### config.mk
export PLATFORM = sky130hd
export DESIGN_NAME = conware_gen_sequencer
export DESIGN_NICKNAME = d
export VERILOG_FILES = /design/src/rtl/conware_pkg.sv /design/src/rtl/frame_beat_checker.sv /design/src/rtl/conware_gen_sequencer.sv
export SDC_FILE = /design/constraint.sdc
export NUM_CORES = 1
export LEC_CHECK = 0
export ABC_AREA = 1
export CORE_MARGIN = 1
export CORE_UTILIZATION = 47
export DETAILED_ROUTE_END_ITERATION = 7
export GPL_TIMING_DRIVEN = 0
export PLACE_DENSITY = 0.82
export SYNTH_ARGS = -nofsm -noshare
export SYNTH_HDL_FRONTEND = slang
export SYNTH_SLANG_ARGS = --single-unit
### constraint.sdc
create_clock -name clk -period 3.65 [get_ports clk]
set_clock_uncertainty 0.2 [all_clocks]
set_input_delay 0.365 -clock clk [delete_from_list [all_inputs] [get_ports clk]]
set_output_delay 0.365 -clock clk [all_outputs]
set_load 0.02 [all_outputs]
### src/rtl/conware_pkg.sv
// Shared types and helpers for the Game-of-Life run sequencer.
package conware_pkg;

  typedef enum logic [2:0] {
    ST_IDLE,
    ST_RUN,
    ST_DRAIN,
    ST_DONE,
    ST_ERR
  } gen_state_t;

  localparam logic [1:0] ERR_NONE      = 2'd0;
  localparam logic [1:0] ERR_IN_FRAME  = 2'd1;
  localparam logic [1:0] ERR_OUT_FRAME = 2'd2;

  function automatic int unsigned frame_len(input int unsigned w, input int unsigned h);
    return w * h;
  endfunction

endpackage

### src/rtl/frame_beat_checker.sv
// Counts beats of one stream side and flags whether each frame closes with TLAST
// exactly on beat N-1.
module frame_beat_checker #(
  parameter int unsigned N = 4
) (
  input  logic clk,
  input  logic rstn,
  input  logic fire,
  input  logic last,
  input  logic clr,
  output logic frame_ok,
  output logic frame_err
);

  localparam int unsigned CW = (N > 1) ? $clog2(N) : 1;

  logic [CW-1:0] beat_q, beat_d;
  logic          final_beat;

  assign final_beat = (beat_q == CW'(N - 1));
  assign frame_ok   = fire & final_beat & last;
  assign frame_err  = fire & (last ^ final_beat);

  // A premature TLAST also restarts the count; the top discards the run anyway.
  always_comb begin
    beat_d = beat_q;
    if (clr)                       beat_d = '0;
    else if (fire && (final_beat || last)) beat_d = '0;
    else if (fire)                 beat_d = beat_q + CW'(1);
  end

  always_ff @(posedge clk or negedge rstn) begin
    if (!rstn) beat_q <= '0;
    else       beat_q <= beat_d;
  end

endmodule

### src/rtl/conware_gen_sequencer.sv
// Run controller: admits num_gens frames into the engine, collects as many
// results, and checks framing on both sides.
module conware_gen_sequencer
  import conware_pkg::*;
#(
  parameter int unsigned DWIDTH = 32,
  parameter int unsigned WIDTH  = 4,
  parameter int unsigned HEIGHT = 1,
  parameter int unsigned GEN_W  = 16
) (
  input  logic              clk,
  input  logic              rstn,
  input  logic              start,
  input  logic              abort,
  input  logic [GEN_W-1:0]  num_gens,
  output logic              busy,
  output logic              done,
  output logic              err,
  output logic [1:0]        err_code,
  output logic [GEN_W-1:0]  gens_done,
  input  logic              S_AXIS_TVALID,
  output logic              S_AXIS_TREADY,
  input  logic [DWIDTH-1:0] S_AXIS_TDATA,
  input  logic              S_AXIS_TLAST,
  output logic              C_S_TVALID,
  input  logic              C_S_TREADY,
  output logic [DWIDTH-1:0] C_S_TDATA,
  output logic              C_S_TLAST,
  input  logic              C_M_TVALID,
  output logic              C_M_TREADY,
  input  logic [DWIDTH-1:0] C_M_TDATA,
  input  logic              C_M_TLAST,
  output logic              M_AXIS_TVALID,
  input  logic              M_AXIS_TREADY,
  output logic [DWIDTH-1:0] M_AXIS_TDATA,
  output logic              M_AXIS_TLAST
);

  localparam int unsigned N = frame_len(WIDTH, HEIGHT);

  gen_state_t       state_q, state_d;
  logic [GEN_W-1:0] num_gens_q, num_gens_d;
  logic [GEN_W-1:0] frames_in_q, frames_in_d;
  logic [GEN_W-1:0] gens_done_q, gens_done_d;
  logic             in_open_q, in_open_d;
  logic             busy_q, busy_d, done_q, done_d, err_q, err_d;
  logic [1:0]       err_code_q, err_code_d;

  logic out_open, in_fire, out_fire, start_ok, clr;
  logic in_ok, in_err, out_ok, out_err;

  assign out_open = (state_q == ST_RUN) || (state_q == ST_DRAIN);
  assign in_fire  = S_AXIS_TVALID & C_S_TREADY & in_open_q;
  assign out_fire = C_M_TVALID & M_AXIS_TREADY & out_open;
  assign start_ok = start & ~abort & ((state_q == ST_IDLE) || (state_q == ST_ERR));
  assign clr      = start_ok | abort;

  assign C_S_TVALID    = S_AXIS_TVALID & in_open_q;
  assign S_AXIS_TREADY = C_S_TREADY & in_open_q;
  assign C_S_TDATA     = S_AXIS_TDATA;
  assign C_S_TLAST     = S_AXIS_TLAST;
  assign M_AXIS_TVALID = C_M_TVALID & out_open;
  assign C_M_TREADY    = M_AXIS_TREADY & out_open;
  assign M_AXIS_TDATA  = C_M_TDATA;
  assign M_AXIS_TLAST  = C_M_TLAST;

  frame_beat_checker #(.N(N)) u_in_chk (
    .clk(clk), .rstn(rstn), .fire(in_fire), .last(S_AXIS_TLAST), .clr(clr),
    .frame_ok(in_ok), .frame_err(in_err)
  );

  frame_beat_checker #(.N(N)) u_out_chk (
    .clk(clk), .rstn(rstn), .fire(out_fire), .last(C_M_TLAST), .clr(clr),
    .frame_ok(out_ok), .frame_err(out_err)
  );

  always_comb begin
    state_d     = state_q;
    num_gens_d  = num_gens_q;
    frames_in_d = frames_in_q;
    gens_done_d = gens_done_q;
    err_d       = err_q;
    err_code_d  = err_code_q;
    if (abort) begin
      state_d     = ST_IDLE;
      frames_in_d = '0;
      gens_done_d = '0;
      err_d       = 1'b0;
      err_code_d  = ERR_NONE;
    end else begin
      case (state_q)
        ST_IDLE, ST_ERR: if (start) begin
          num_gens_d  = num_gens;
          frames_in_d = '0;
          gens_done_d = '0;
          err_d       = 1'b0;
          err_code_d  = ERR_NONE;
          state_d     = (num_gens == '0) ? ST_DONE : ST_RUN;
        end
        ST_RUN, ST_DRAIN: begin
          if (in_err || out_err) begin
            state_d    = ST_ERR;
            err_d      = 1'b1;
            err_code_d = in_err ? ERR_IN_FRAME : ERR_OUT_FRAME;
          end else begin
            if (in_ok)  frames_in_d = frames_in_q + GEN_W'(1);
            if (out_ok) gens_done_d = gens_done_q + GEN_W'(1);
            // Completion wins even if the last input frame closes in the same cycle.
            if (gens_done_d == num_gens_q)      state_d = ST_DONE;
            else if (frames_in_d == num_gens_q) state_d = ST_DRAIN;
          end
        end
        ST_DONE: state_d = ST_IDLE;
        default: state_d = ST_IDLE;
      endcase
    end
    busy_d    = (state_d == ST_RUN) || (state_d == ST_DRAIN);
    done_d    = (state_d == ST_DONE);
    in_open_d = (state_d == ST_RUN) && (frames_in_d < num_gens_d);
  end

  always_ff @(posedge clk or negedge rstn) begin
    if (!rstn) begin
      state_q     <= ST_IDLE;
      num_gens_q  <= '0;
      frames_in_q <= '0;
      gens_done_q <= '0;
      in_open_q   <= 1'b0;
      busy_q      <= 1'b0;
      done_q      <= 1'b0;
      err_q       <= 1'b0;
      err_code_q  <= ERR_NONE;
    end else begin
      state_q     <= state_d;
      num_gens_q  <= num_gens_d;
      frames_in_q <= frames_in_d;
      gens_done_q <= gens_done_d;
      in_open_q   <= in_open_d;
      busy_q      <= busy_d;
      done_q      <= done_d;
      err_q       <= err_d;
      err_code_q  <= err_code_d;
    end
  end

  assign busy      = busy_q;
  assign done      = done_q;
  assign err       = err_q;
  assign err_code  = err_code_q;
  assign gens_done = gens_done_q;

endmodule

* After elaboration in Yosys (flattened, before gate mapping)
Index checks and enable logic that the tools add are counted.
** Word-level totals
- Bits in registers :: 61
- Input port bits :: 90
- Output and inout bits :: 91
- Logic and storage cells :: 108
** Operators by class
- Add/subtract/negate cells :: 4
- Order comparisons :: 1
- Equal/unequal tests :: 13
- Muxes and demuxes :: 41
- Bitwise gates (word level) :: 20
- Reduce and logical (&&, ||, !) cells :: 18
** Operators by type and width (number)
- two-way mux 16 bit :: 17
- one-hot mux 16 bit (2 select lines) :: 2
- adder 16 x 1 -> 16 bit, second input constant :: 2
- equality test 16 bit :: 2
- two-way mux 2 bit :: 11
- bitwise AND 1 bit :: 16
- zero test 16 bit :: 1
- < comparator 16 bit :: 1
- two-way mux 3 bit :: 5
- equality test 3 x 2 -> 1 bit, second input constant :: 3
- != test 3 bit, second input constant :: 3
- nonzero test 3 bit :: 3
- equality test 3 x 1 -> 1 bit, second input constant :: 2
- logical OR 1 bit :: 6
- one-hot mux 3 bit (2 select lines) :: 1
- AND reduction 3 bit :: 2
- adder 2 x 1 -> 2 bit, second input constant :: 2
- equality test 2 bit, second input constant :: 2
- one-hot mux 2 bit (2 select lines) :: 1
- OR reduction 2 bit :: 2
- equality test 3 bit, second input constant :: 1
- logical AND 1 bit :: 3
- zero test 3 bit :: 1
- two-way mux 1 bit :: 3
- 4 further kinds :: 5

* Depth between registers and ports, before layout
Gate-level depths: netlist (run 1).
- Depth in word-level cells :: 16
- Mapped depth :: 21
- Gate-level depth less buffers :: 20

* Cells and area by module
A second synthesis (run 1) with hierarchy kept.
** Unflattened totals
- Cells, all modules :: 790
- Area total of the unflattened synthesis :: 5154.9 um^2
** Modules (own cells, without submodules)
- conware_gen_sequencer :: instances 1, cells an instance 742, area an instance 4834.6 um^2, sequential area each 1426.4 um^2
- frame_beat_checker :: instances 2, cells an instance 24, area an instance 160.2 um^2, sequential area each 50.0 um^2

* Worst setup path after synthesis (run 1)
OpenSTA, ideal clock, no wires.
- Kind :: register to register
- Start point :: register u_out_chk.beat_q[0]
- End point :: register in_open_q
- Setup time :: 0.071 ns
- Arrival time :: 2.699 ns
- Required time :: 3.379 ns
- Path slack :: 0.680 ns
- Cell stages (with the launch flop) :: 17
- Buffers on the path :: 1
- Clock period less this slack :: 2.970 ns
- Cell sequence :: dfrtp_1 ha_1 inv_1 ha_1 inv_1 o21ai_4 clkbuf_1 o21ai_0 a31oi_1 ha_1 nand2_1 inv_1 a221oi_1 o21ai_0 a31oi_1 nand2_1 nor2_1
** On the way
- Elaborated cells between the ends (all ways) :: 21
- Classes of those cells :: order compare: 1; eq/ne: 3; mux: 11; bitwise: 4; reduce/logical: 2
** RTL lines
- start: declaration :: RTL line frame_beat_checker.sv:17 : logic [CW-1:0] beat_q, beat_d;
- start signal: assignment :: RTL line frame_beat_checker.sv:34 : else beat_q <= beat_d;
- equality test 2 bit :: RTL line frame_beat_checker.sv:20 : assign final_beat = (beat_q == CW'(N - 1));
- bitwise XOR 1 bit :: RTL line frame_beat_checker.sv:22 : assign frame_err = fire & (last ^ final_beat);
- bitwise AND 1 bit :: RTL line frame_beat_checker.sv:22
- logical OR 1 bit :: RTL line conware_gen_sequencer.sv:101 : if (in_err || out_err) begin
- two-way mux 16 bit :: RTL line conware_gen_sequencer.sv:101
- one-hot mux 16 bit (2 select lines) :: RTL line conware_gen_sequencer.sv:91 : case (state_q)
- two-way mux 16 bit :: RTL line conware_gen_sequencer.sv:84 : if (abort) begin
- named net frames_in_d[15] :: RTL line conware_gen_sequencer.sv:43 : logic [GEN_W-1:0] frames_in_q, frames_in_d;
- < comparator 16 bit :: RTL line conware_gen_sequencer.sv:119 : in_open_d = (state_d == ST_RUN) && (frames_in_d < num_gens_d);
- logical AND 1 bit :: RTL line conware_gen_sequencer.sv:119
- named net in_open_d :: RTL line conware_gen_sequencer.sv:45 : logic in_open_q, in_open_d;
- end signal: assignment :: RTL line conware_gen_sequencer.sv:138 : in_open_q <= in_open_d;
- end: declaration :: RTL line conware_gen_sequencer.sv:45
The timed path passes the listed nets, and every way through them passes these cells. The select of a mux whose other input is x is not followed.
A chain may end at the register's enable or synchronous reset.

* Final worst setup path (run 1)
- Start point :: register u_in_chk.beat_q[0]
- End point :: register in_open_q
** On the way
- Elaborated cells between the ends (all ways) :: 22
- Classes of those cells :: order compare: 1; eq/ne: 3; mux: 12; bitwise: 4; reduce/logical: 2
** RTL lines
- start: declaration :: RTL line frame_beat_checker.sv:17
- start signal: assignment :: RTL line frame_beat_checker.sv:34
- equality test 2 bit (*) :: RTL line frame_beat_checker.sv:20
- bitwise AND 1 bit (2 in a row) :: RTL line frame_beat_checker.sv:21 : assign frame_ok = fire & final_beat & last;
- two-way mux 16 bit :: RTL line conware_gen_sequencer.sv:106 : if (in_ok) frames_in_d = frames_in_q + GEN_W'(1);
- two-way mux 16 bit :: RTL line conware_gen_sequencer.sv:101
- two-way mux 16 bit :: RTL line conware_gen_sequencer.sv:91
- two-way mux 16 bit :: RTL line conware_gen_sequencer.sv:84
- two-way mux 16 bit (*) :: RTL line conware_gen_sequencer.sv:101
- one-hot mux 16 bit (2 select lines) (*) :: RTL line conware_gen_sequencer.sv:91
- two-way mux 16 bit (*) :: RTL line conware_gen_sequencer.sv:84
- named net frames_in_d[9] :: RTL line conware_gen_sequencer.sv:43
- < comparator 16 bit (*) :: RTL line conware_gen_sequencer.sv:119
- logical AND 1 bit (*) :: RTL line conware_gen_sequencer.sv:119
- named net in_open_d :: RTL line conware_gen_sequencer.sv:45
The timed path passes the listed nets; every way through them passes the cells marked *. The select of a mux whose other input is x is not followed.

==> results.md, run 1 <==
- Outcome: finished, final reports clean
- Placed instance count: 1051
- Final Slew Violations: 0
- Leading area contributor after synthesis: sky130_fd_sc_hd__dfrtp_1
- Post-Synthesis Cells: 794
- Fraction of registers with async set/reset: 100%
- Cts bufs inserted: 9
- Global-route wire length before repair: 24.2 mm
- Final-stage net count: 1037
- Maximum number of pins on one net before global-route repair: 41
- Leftover overflow at the end of global routing: 0
- Gr usage total: 26.9%
- Combined area of all synthesized cells: 5280 um^2
- Clock tree from TritonCTS: built
- Vert. Die Dim: 108 um
- Floorplan core area: 10900 um^2
- Number of synthesized flops with an enable pin: 0
- Simple-Gate Fraction of Synth Area: 35.3%
- Synth Area in Compound Gates: 12.0%
- Portion of the post-synthesis area used by sequential elements: 28.9%
- Setup violators final: 0
- Switching power: 0.637 mW
- Mux contribution to synthesized area: 0%
- Share of the synthesized area in the top cell type: 28.9%
- Number of global-route vias before repair: 4926
- Cell types with the highest counts after synthesis: 245 x sky130_fd_sc_hd__nand2_1, 97 x sky130_fd_sc_hd__inv_1, 72 x sky130_fd_sc_hd__nand3_1
- Count of unresolved DRC violations after routing: 0
- Fin cells: 1071
- Share of cells above drive strength 1: 14.1%
- Part of the total power dissipated in the clock network: 29.3%
- Crit start category: register
- Internal power: 1.19 mW
- Buffers from clock root to sink, at most: 2
- Fraction of power spent switching nets: 35.0%
- Maximum level of the CTS H-tree: 3
- Endpoint required time on the critical path: 3.74 ns
- Worst-Margin Slew: 0.802 ns
- Net count after synthesis: 905
- Arrival time at the worst endpoint: 3.44 ns
- Crit Path Class: register to register
- Max_cap viols: 0
- Via-to-Cell Ratio: 5.22
- Final period utilization: 91.9%
- Avg WL per Cell: 14.3 um
- Combinational power share: 29.7%
- Clock period minus final worst setup slack: 3.35 ns
- Endpoint kind of the worst setup timing path: register
- Die Area: 11700 um^2
- Clock slew at the register clock pins of the worst setup and hold paths: 0.07 ns
- Pwr per Cell Area: 266 nW/um^2
- Xor/xnor cell area share of the yosys netlist: 0.498%
- Clock root buffer: sky130_fd_sc_hd__clkbuf_8
- FP Rows: 38
- Sequential share of power: 41.0%
- Maximum operating frequency: 298 MHz
- Adder and majority gate portion of the synthesized area: 4.98%
- Total number of yosys warnings: 0
- Slew Limit Headroom: 46.5%
- Number of DRC markers after the initial detailed-route iteration: 449
- Router iterations before antenna repair: 6
- Flip-flop and latch count after synthesis: 61
- Number of unique standard cell types used by synthesis: 39
- Initial Utilization: 48.5%
- Maximum ir drop on the vdd rail: 135 uV
- Final hold violation count: 0
- Antenna violations before repair: 0
- Combinational family with the most area after synthesis: simple AND/OR/NAND/NOR gates
- Pwr Total: 1.82 mW
- Chip Width: 108 um
- Area growth from synthesis to layout: 29.8%
- Clock sink count: 61
- Ant diodes: 0
- Via count: 5587
- Leading cell types by total area after synthesis: sky130_fd_sc_hd__dfrtp_1 29%, sky130_fd_sc_hd__nand2_1 17%, sky130_fd_sc_hd__buf_4 9.7%
- Top-count cell post-synth: sky130_fd_sc_hd__nand2_1
- Clock latency reported for the late side of the worst-skew pair: 0.35 ns
- Unrepaired setup endpoints after global routing: no
- Leak: 3.29 nW
- Residual antenna-violating net count after detailed routing: 0
- Count of buffers inserted at the top-level ports: 116
- Worst-path maximum fanout: 10
- Routed wire length: 15.3 mm
- Io pins: 181
- Synthesized area per cell: 6.65 um^2
- Most used flip-flop cell after synthesis: sky130_fd_sc_hd__dfrtp_1
- Gp weighted congestion: 0.990
- Hold crit path type: register to register
- Detailed placement HPWL: 12.4 mm
==> power groups by stage <==
stage,Clock [mW],Sequential [mW],Combinational [mW]
global placement,0,0.759,0.518
floorplan,0,0.749,0.320
global route,0.560,0.753,0.591
finish,0.534,0.748,0.541
detailed placement,0,0.759,0.529
CTS,0.533,0.746,0.531
==> final timing paths <==
path / from / cells past startpoint / end / slack (ns)
max reg2reg: u_in_chk.beat_q[0]$_DFFE_PN0P_ / 17 / in_open_q$_DFF_PN0_ / 0.30
max: u_in_chk.beat_q[0]$_DFFE_PN0P_ / 17 / in_open_q$_DFF_PN0_ / 0.30
min in group asynchronous: rstn / 2 / in_open_q$_DFF_PN0_ / 0.31
max in group asynchronous: rstn / 3 / gens_done[12]$_DFFE_PN0P_ / 2.37
min: u_in_chk.beat_q[0]$_DFFE_PN0P_ / 1 / u_in_chk.beat_q[0]$_DFFE_PN0P_ / 0.30
min reg2reg: u_in_chk.beat_q[0]$_DFFE_PN0P_ / 1 / u_in_chk.beat_q[0]$_DFFE_PN0P_ / 0.30
==> state kept, by name (all words and copies together) (netlist names) <==
name	cells
frames_in_q	16
gens_done	16
num_gens_q	16
state_q	3
err_code	2
u_in_chk.beat_q	2
u_out_chk.beat_q	2
busy	1
done	1
err	1
in_open_q	1
==> worst max-delay path: stages (launching register included) <==
cell,delay (ns)
sky130_fd_sc_hd__dfrtp_1,0.40
sky130_fd_sc_hd__ha_1,0.21
sky130_fd_sc_hd__inv_1,0.06
sky130_fd_sc_hd__ha_1,0.22
sky130_fd_sc_hd__nand2_1,0.18
sky130_fd_sc_hd__o21ai_4,0.13
sky130_fd_sc_hd__inv_2,0.14
sky130_fd_sc_hd__clkbuf_2,0.25
sky130_fd_sc_hd__o21ai_0,0.11
sky130_fd_sc_hd__o32ai_1,0.19
sky130_fd_sc_hd__ha_1,0.32
sky130_fd_sc_hd__a21oi_1,0.15
sky130_fd_sc_hd__nor2_1,0.05
sky130_fd_sc_hd__a211oi_1,0.16
sky130_fd_sc_hd__o21ai_0,0.10
sky130_fd_sc_hd__a31oi_1,0.20
sky130_fd_sc_hd__nand2_1,0.12
sky130_fd_sc_hd__nor2_1,0.10
==> kinds of logic after synthesis <==
logic type,count (synthesis)
AO/OA/AOI/OAI,104
buffers and inverters,185
adder cells (fa/ha/maj),21
AND/OR/NAND/NOR,420
XOR/XNOR,3
flip-flops,61
==> metrics by stage <==
stage / utilization [%] / area, um^2 / worst slack [ns] / hold slack (ns) / TNS, ns
finish: 62.9 / 6850 / 0.295 / 0.297 / 0
global placement: 60.7 / 6610 / -0.389 / 0.256 / -0.389
CTS: 62.4 / 6800 / 0.0619 / 0.292 / 0
floorplan: - / 5280 / 0.680 / -0.131 / 0
detailed placement: 60.9 / 6630 / -0.452 / 0.158 / -0.452
global route: 62.9 / 6850 / 0.0255 / 0.306 / 0
==> area by class of cell <==
class	count	area, um^2
buffer	78	566
clock inverter	4	25.0
inverter	106	398
fill	989	4040
tap	140	175
sequential	61	1530
clock buffer	12	135
multi-input combinational	548	2800
timing repair buffer	122	1230
==> layout by cell type (no fill, tap or decap), types with 8 or more instances in the layout <==
master	instances
sky130_fd_sc_hd__a21oi_1	22
sky130_fd_sc_hd__buf_4	71
sky130_fd_sc_hd__clkbuf_1	9
sky130_fd_sc_hd__clkbuf_8	9
sky130_fd_sc_hd__clkdlybuf4s50_1	114
sky130_fd_sc_hd__dfrtp_1	61
sky130_fd_sc_hd__ha_1	21
sky130_fd_sc_hd__inv_1	97
sky130_fd_sc_hd__inv_2	8
sky130_fd_sc_hd__nand2_1	245
sky130_fd_sc_hd__nand2_2	11
sky130_fd_sc_hd__nand3_1	72
sky130_fd_sc_hd__nand4_1	10
sky130_fd_sc_hd__nor2_1	52
sky130_fd_sc_hd__o21ai_0	38
sky130_fd_sc_hd__o22ai_1	13
sky130_fd_sc_hd__o32ai_1	9
==> metal layers <==
layer  share of wire [%]  up-vias  GRT usage (%)
met5                   0        -              0
met4                 4.0        0           13.6
met3                 8.3       43           3.38
met2                  46      309           43.8
met1                  41     2439           35.2
li1                    -     2796              -
==> what timing repair did <==
action                                  4_1_cts  5_1_grt
buffers inserted                              0        4
endpoints found under the setup margin        1        1
gates resized for setup                       2        5
pin swaps                                     0        2
endpoints found under the hold margin        21        0
hold buffers                                  1        0
Note: power is estimated with default switching activity, not from simulation.
==> inputs of run 2 (changes only) <==
Settings changed: CORE_UTILIZATION 47 to 34, PLACE_DENSITY 0.82 to unset.
==> results.md, run 2 (synthesized netlist as in run 1, its figures left out) <==
- Number of DRC markers after the initial detailed-route iteration: 592
- Clock tree from TritonCTS: built
- Arrival time at the worst endpoint: 3.43 ns
- Met1 routed wirelength after detailed routing: 7.33 mm
- Maximum level of the CTS H-tree: 3
- Residual antenna-violating net count after detailed routing: 0
- Maximum operating frequency: 297 MHz
- Largest stage delay on the critical path: 0.39 ns
- Amount of wire on met2 after detailed routing: 7.19 mm
- Avg WL per Cell: 14.3 um
- Hold crit path type: register to register
- Pwr Total: 2.28 mW
- Final-stage net count: 1034
- Outcome: finished, final reports clean
- Worst slack on hold paths: 0.281 ns
- Number of fill cells in the layout: 1561
- Setup_tns: 0 ns
- Clock root buffer: sky130_fd_sc_hd__clkbuf_16
- Detailed placement HPWL: 13.1 mm
- Buf+Inv Stages, Crit Path: 4
- Number of global-route vias before repair: 4808
- Clock slew at the register clock pins of the worst setup and hold paths: 0.06 ns
- Initial Utilization: 34.7%
- Met3 Routed Length: 853 um
- Routed wire length: 15.9 mm
- Worst path most repeated cell: sky130_fd_sc_hd__inv_1
- Maximum number of pins on one net before global-route repair: 62
- Cts bufs inserted: 9
- Crit start category: register
- Final hold violation count: 0
- Cell-by-cell trace of the critical path: ha_2 > inv_1 > ha_1 > inv_1 > o21ai_4 > buf_6 > o21ai_0 > a31oi_1 > ha_1 > nand2_1 > inv_1 > a221oi_1 > o21ai_0 > a31oi_1 > nand2_1 > nor2_1
- Post-layout instance area: 7060 um^2
- Setup violators final: 0
- Stages on worst setup path: 16
- Maximum ir drop on the vdd rail: 218 uV
- Max_cap viols: 0
- Final period utilization: 92.3%
- Global-route wire length before repair: 25.2 mm
- Vert. Die Dim: 127 um
- Crit Path Class: register to register
- Ant diodes: 0
- Endpoint required time on the critical path: 3.72 ns
- Leftover overflow at the end of global routing: 0
- Pwr per Cell Area: 322 nW/um^2
- Io pins: 181
- Area of all sequential standard cells: 1530 um^2
- Depth of the worst register-to-register path: 16
- Die Area: 16000 um^2
- Floorplan core area: 15200 um^2
- Router iterations before antenna repair: 5
- Most common cell after layout, fill and taps aside: sky130_fd_sc_hd__nand2_1
- Antenna violations before repair: 0
- Gp weighted congestion: 0.902
- Chip Width: 127 um
- Top delay family on crit path: compound AO/OA/AOI/OAI gates
- Area of placed instances: 6670 um^2
- Clock sink count: 61
- FP Rows: 45
- Leak: 3.36 nW
- Clock period minus final worst setup slack: 3.37 ns
- Multi-input logic area: 2790 um^2
- Worst-path maximum fanout: 10
- Share of cells above drive strength 1: 14.3%
- Endpoint kind of the worst setup timing path: register
- Cell depth of the worst hold path: 2
- Final Slew Violations: 0
- Slew Limit Headroom: 48.3%
- Buffers from clock root to sink, at most: 2
- Via-to-Cell Ratio: 4.80
- Area growth from synthesis to layout: 33.8%
- Top routing layer used: met4
- Worst-Margin Slew: 0.776 ns
- Cell with the biggest individual delay on the critical path: sky130_fd_sc_hd__o21ai_4
- Count of buffers inserted at the top-level ports: 116
- Via count: 5354
- Unrepaired setup endpoints after global routing: no
- Gr usage total: 20.3%
- Clock latency reported for the late side of the worst-skew pair: 0.33 ns
- Most used cells in the layout excluding fill and tap cells: 245 x sky130_fd_sc_hd__nand2_1, 114 x sky130_fd_sc_hd__clkdlybuf4s50_1, 97 x sky130_fd_sc_hd__inv_1
- Count of unresolved DRC violations after routing: 0
run 2: where the power goes:
group	leakage [nW]	switching, mW	internal, mW
logic	2.39	0.313	0.226
clock network	0.172	0.316	0.671
registers	0.799	0.0378	0.713
run 2: worst paths after layout:
path,start,end,slack [ns]
worst max-delay path,u_out_chk.beat_q[0]$_DFFE_PN0P_,in_open_q$_DFF_PN0_,0.28
worst min-delay path,err$_DFFE_PN0P_,err$_DFFE_PN0P_,0.28
worst max register to register,u_out_chk.beat_q[0]$_DFFE_PN0P_,in_open_q$_DFF_PN0_,0.28
worst min register to register,err$_DFFE_PN0P_,err$_DFFE_PN0P_,0.28
max in group asynchronous,rstn,gens_done[14]$_DFFE_PN0P_,2.27
min in group asynchronous,rstn,u_in_chk.beat_q[0]$_DFFE_PN0P_,0.47
run 2: through the flow:
| step | setup WS (ns) | cells | util, % |
|---|---|---|---|
| floorplan | 0.680 | 794 | - |
| global placement | -0.511 | 1098 | 43.9 |
| detailed placement | -0.510 | 1098 | 43.9 |
| CTS | 0.128 | 1114 | 46.2 |
| global route | 0.00150 | 1116 | 46.4 |
| finish | 0.281 | 1116 | 46.4 |
run 2: layout make-up:
cell class | count | area share [%]
Multi-Input combinational cell | 548 | 39.6
Inverter | 106 | 5.71
Buffer | 77 | 8.05
Timing Repair Buffer | 120 | 16.9
Clock buffer | 13 | 3.97
Clock inverter | 3 | 0.921
Sequential cell | 61 | 21.6
Tap cell | 188 | 3.33
run 2: worst register-to-register path, stage by stage, from the launching register on:
cell and delay [ns]:
sky130_fd_sc_hd__dfrtp_1 0.37, sky130_fd_sc_hd__ha_2 0.23, sky130_fd_sc_hd__inv_1 0.05, sky130_fd_sc_hd__ha_1 0.26, sky130_fd_sc_hd__inv_1 0.06, sky130_fd_sc_hd__o21ai_4 0.39, sky130_fd_sc_hd__buf_6 0.21, sky130_fd_sc_hd__o21ai_0 0.10
sky130_fd_sc_hd__a31oi_1 0.22, sky130_fd_sc_hd__ha_1 0.29, sky130_fd_sc_hd__nand2_1 0.07, sky130_fd_sc_hd__inv_1 0.06, sky130_fd_sc_hd__a221oi_1 0.23, sky130_fd_sc_hd__o21ai_0 0.12, sky130_fd_sc_hd__a31oi_1 0.21, sky130_fd_sc_hd__nand2_1 0.12
sky130_fd_sc_hd__nor2_1 0.11
run 2: what timing repair did:
action	in CTS	in global routing
setup buffers	0	3
hold buffers	1	0
hold endpoints to repair	61	0
pin swaps	1	1
setup endpoints to repair	1	1
resized for setup	2	11
run 2: per-layer routing:
| metal | vias up | track usage (%) |
|---|---|---|
| met2 | 193 | 33.1 |
| met1 | 2350 | 26.7 |
| met5 | - | 0 |
| met4 | 0 | 9.00 |
| met3 | 27 | 3.12 |
| li1 | 2784 | - |
==> patch 1: new RTL, flow settings as in run 2 <==
Change the parameter `DWIDTH` from 32 to 40.
--- a/src/rtl/conware_gen_sequencer.sv
+++ b/src/rtl/conware_gen_sequencer.sv
@@ -3,7 +3,7 @@
 module conware_gen_sequencer
   import conware_pkg::*;
 #(
-  parameter int unsigned DWIDTH = 32,
+  parameter int unsigned DWIDTH = 40,
   parameter int unsigned WIDTH  = 4,
   parameter int unsigned HEIGHT = 1,
   parameter int unsigned GEN_W  = 16
Ports: changed (resized C_M_TDATA, C_S_TDATA, M_AXIS_TDATA and S_AXIS_TDATA); port bits go from 181 to 213. No check against the original RTL was run, so the function may have changed too.
==> patch 1 against run 2 <==
  * Setup slack lost 0.0067 ns
  * Sequential share of layout area shrank 0.79 points
  * Area after synthesis grew 2.3%
  * Sequential power is essentially flat
  * Final area grew 3.8%
  * Sequential cell count is the same
  * Wire length grew 5.5%
  * Global-route usage grew 0.39 points
  * Power shrank 5.3%
  * Hold slack lost 0.0028 ns
  * Highest routed layer unchanged
==> patch 1: results <==
metrics = {
    "outcome": {
        "status": "completed",
    },
    "yosys": {
        "syn_inst": 810,
        "ys_seq_area_frac": 0.283,
        "syn_nets": 937,
        "ys_types": 39,
        "yosys-top-cells-count": "nand2_1, inv_1, buf_4",
        "yosysWarnings": 0,
        "synthTopCellsByArea": "dfrtp_1, nand2_1, buf_4, inv_1, nand3_1",
    },
    "setup_path": {
        "crit_arrival_ns": 3.44,
        "path_delay_family": "compound AO/OA/AOI/OAI gates",
        "max_stage_delay_ns": 0.36,
        "r2r_start": "u_out_chk.beat_q[0]$_DFFE_PN0P_",
        "reg2reg_depth": 18,
        "crit_type": "reg -> reg",
        "crit_path_max_fanout": 16,
        "slowest_stage": "dfrtp_1",
        "r2r_slack_ns": 0.27,
    },
    "timing": {
        "hold_ws_ns": 0.278,
        "fmax_ghz": 0.296,
        "relSlewSlack": 0.456,
    },
    "power_and_ir_drop": {
        "p_per_area_nw_per_um2": 294,
        "max-vdd-ir-drop_v": 0.000222,
        "p_leak_nw": 3.48,
    },
    "clocking": {
        "numCtsBuffers": 9,
        "clkLatencyLatePin_ns": 0.33,
        "clk_pin_slew_worst_paths_ns": 0.06,
        "clockBufferDepth": 2,
    },
    "final_layout": {
        "drive_gt1_frac": 0.154,
        "fin_cells": 1172,
        "num-fill-cells": 1600,
        "antenna_cells": 0,
        "nets": 1084,
    },
    "global_route": {
        "grt_pass1_vias": 4895,
        "grt_antenna_before_repair": 0,
        "grt_first_pass_wirelength_mm": 25.9,
        "grt_max_degree": 39,
        "grt_usage": 0.207,
    },
    "routing": {
        "dr.pass1.iters": 5,
        "drtIter0Drc": 531,
        "vias": 5447,
        "wl_per_cell_microns": 14.3,
    },
    "place": {
        "gp_congestion": 0.937,
        "dp_hpwl_mm": 13.8,
        "port_buffers": 132,
        "place_ws_ns": -0.512,
        "dpl_cell_area_sq_um": 7000,
    },
    "hold_path": {
        "holdPathStages": 2,
        "hold_class": "reg -> reg",
        "worstHoldStart": "err$_DFFE_PN0P_",
    },
}
-- patch 1: routing by layer --
metal,part of all wire,global-route usage
met5,0,0
met4,0.027,0.0844
met3,0.055,0.0184
met2,0.46,0.339
met1,0.46,0.281
-- patch 1: worst reg2reg max path, stage by stage (launching register included) --
cell and delay (ns):
dfrtp_1 0.36, ha_1 0.24, inv_1 0.06, ha_1 0.27, inv_1 0.10, o21ai_4 0.32, inv_4 0.16, o21ai_0 0.18
a21oi_1 0.06, a21oi_1 0.12, a21oi_1 0.11, ha_1 0.30, nand2_1 0.09, nor2_1 0.05, a211oi_1 0.17, o21ai_0 0.10
a31oi_1 0.19, nand2_1 0.12, nor2_1 0.11
-- patch 1: layout make-up --
class	instances	area share
buffer	94	0.0944
inverter	106	0.0546
clock buffer	12	0.0364
timing repair buffer	136	0.186
sequential	61	0.208
multi-input combinational	549	0.382
clock inverter	3	0.00273
tap	211	0.0360
-- patch 1: cell families (layout without fill, tap and decap cells) --
group / after synthesis / count (layout) / share of synthesized area
compound gates: 104 / 105 / 0.117
xor+xnor: 3 / 3 / 0.00487
fa+ha+maj: 21 / 21 / 0.0487
buf+inv: 201 / 351 / 0.201
flops: 61 / 61 / 0.283
simple gates: 420 / 420 / 0.345
-- patch 1: power by group --
| group | internal [mW] | leakage [nW] | switching [mW] | total (mW) |
|---|---|---|---|---|
| Combinational | 0.253 | 2.54 | 0.335 | 0.588 |
| Clock | 0.509 | 0.137 | 0.307 | 0.816 |
| Sequential | 0.713 | 0.799 | 0.0387 | 0.752 |
| Total | 1.48 | 3.48 | 0.680 | 2.16 |
-- patch 1: worst paths after layout --
check                                            to
max                             in_open_q$_DFF_PN0_
min                                 err$_DFFE_PN0P_
max reg2reg                     in_open_q$_DFF_PN0_
min reg2reg                         err$_DFFE_PN0P_
max in group asynchronous  gens_done[5]$_DFFE_PN0P_
min in group asynchronous       in_open_q$_DFF_PN0_
-- patch 1: timing repair --
action / 4_1_cts / 5_1_grt
setup buffers: 0 / 2
setup endpoints to repair: 1 / 1
cloned: 0 / 1
endpoints found under the hold margin: 23 / 0
hold buffers: 1 / 0
pin swaps: 0 / 1
gates resized for setup: 2 / 10
==> patch 2: new RTL, config.mk and constraints of run 2 <==
Without the edit above. Re-encode `gen_state_t` (5 states) as one-hot, 5 bits wide.
--- a/src/rtl/conware_pkg.sv
+++ b/src/rtl/conware_pkg.sv
@@ -1,12 +1,12 @@
 // Shared types and helpers for the Game-of-Life run sequencer.
 package conware_pkg;
 
-  typedef enum logic [2:0] {
-    ST_IDLE,
-    ST_RUN,
-    ST_DRAIN,
-    ST_DONE,
-    ST_ERR
+  typedef enum logic [4:0] {
+    ST_IDLE  = 5'b00001,
+    ST_RUN   = 5'b00010,
+    ST_DRAIN = 5'b00100,
+    ST_DONE  = 5'b01000,
+    ST_ERR   = 5'b10000
   } gen_state_t;
 
   localparam logic [1:0] ERR_NONE      = 2'd0;
Formal check against the unedited RTL: no difference found for any inputs over 4 cycles, from zero or initial values and one cycle with rstn low; so few cycles prove little.
==> patch 2 against run 2 <==
  * Area after synthesis grew 3.2%
  * Setup slack lost 0.012 ns
  * Wire length grew 12%
  * Sequential cell count grew 2
  * Power grew 11%
  * Final area grew 3.1%
  * Non-clock buffer count grew 4
==> patch 2: results <==
metrics = {
    "outcome": {
        "status": "completed",
    },
    "final_layout": {
        "nClkBuffers": 12,
        "inv_count": 108,
        "multi_input_cells": 579,
        "multi_input_area_sq_um": 2930,
        "sh_seq_area": 0.217,
        "seq_cell_count": 63,
        "num-nonclk-buffers": 201,
        "nets": 1073,
        "num-fill-cells": 1618,
        "clockNetworkAreaShare": 0.0435,
        "buf_share": 0.244,
        "area_delta_synth_final_pct": 33.7,
    },
    "place": {
        "dpl_cell_area_sq_um": 6870,
        "gp_congestion": 0.922,
        "dp_hpwl_mm": 13.9,
        "place_ws_ns": -1.08,
    },
    "power_and_ir_drop": {
        "seqPwrFrac": 0.327,
        "p_leak_nw": 3.45,
        "max-vdd-ir-drop_v": 0.000243,
        "pg_clk_mw": 0.955,
        "switchingPower_mw": 0.851,
    },
    "timing": {
        "hold_ws_ns": 0.278,
        "finalCritPeriodShare": 0.926,
        "relSlewSlack": 0.426,
    },
    "setup_path": {
        "slowest_stage": "dfrtp_1",
        "crit_end": "in_open_q$_DFF_PN0_",
        "max_stage_delay_ns": 0.42,
        "reg2reg_depth": 17,
        "path_delay_family": "adder cells",
        "crit_arrival_ns": 3.46,
    },
    "yosys": {
        "synth_compound_area_frac": 0.0883,
        "avgSynthCellArea_sq_um": 6.54,
        "syn_nets": 943,
        "synthTopCellsByArea": "dfrtp_1, nand2_1, buf_4, nand3_1, inv_1",
        "yosys-top-cells-count": "nand2_1, inv_1, nand3_1",
        "ys_types": 36,
        "ys_seq_area_frac": 0.290,
        "synthXorXnorAreaFrac": 0.0211,
        "synth_adder_area_share": 0.0483,
    },
    "global_route": {
        "grt_first_pass_wirelength_mm": 26.9,
        "grt_max_degree": 64,
        "grt_usage": 0.218,
        "grt_pass1_vias": 5066,
    },
    "routing": {
        "vias": 5757,
        "wl_mm": 17.8,
        "antenna_left": 0,
    },
    "floorplanning": {
        "dieArea_sq_um": 16500,
    },
    "clocking": {
        "clkLatencyLatePin_ns": 0.35,
    },
}
[patch 2: cell count changes after synthesis, moves of 7 or more]
cell,run 2,this run
nand3_1,72,95
a21oi_1,22,13
inv_1,97,104
o32ai_1,10,0
nor2_1,53,64
nand2_1,245,257
[patch 2: worst reg2reg max path, delay by kind of cell (launching register included)]
kind,cells,cell delay [ns]
buf+inv,3,0.55
compound gates,4,0.72
fa+ha+maj,3,0.75
simple gates,7,0.68
flops,1,0.42
[patch 2: repair_timing]
action                     in CTS  in global routing
gates resized for setup        12                 18
setup endpoints to repair       1                  1
pin swaps                       0                  1
buffers inserted                0                  3
hold endpoints to repair       62                  0
hold buffers                    1                  0
[patch 2: per-layer routing]
layer,vias to the layer above,routed length (microns),track usage
met3,28,1100,0.0328
met1,2593,8070,0.292
li1,2881,-,-
met5,-,0,0
met4,0,450,0.0927
met2,255,8160,0.349
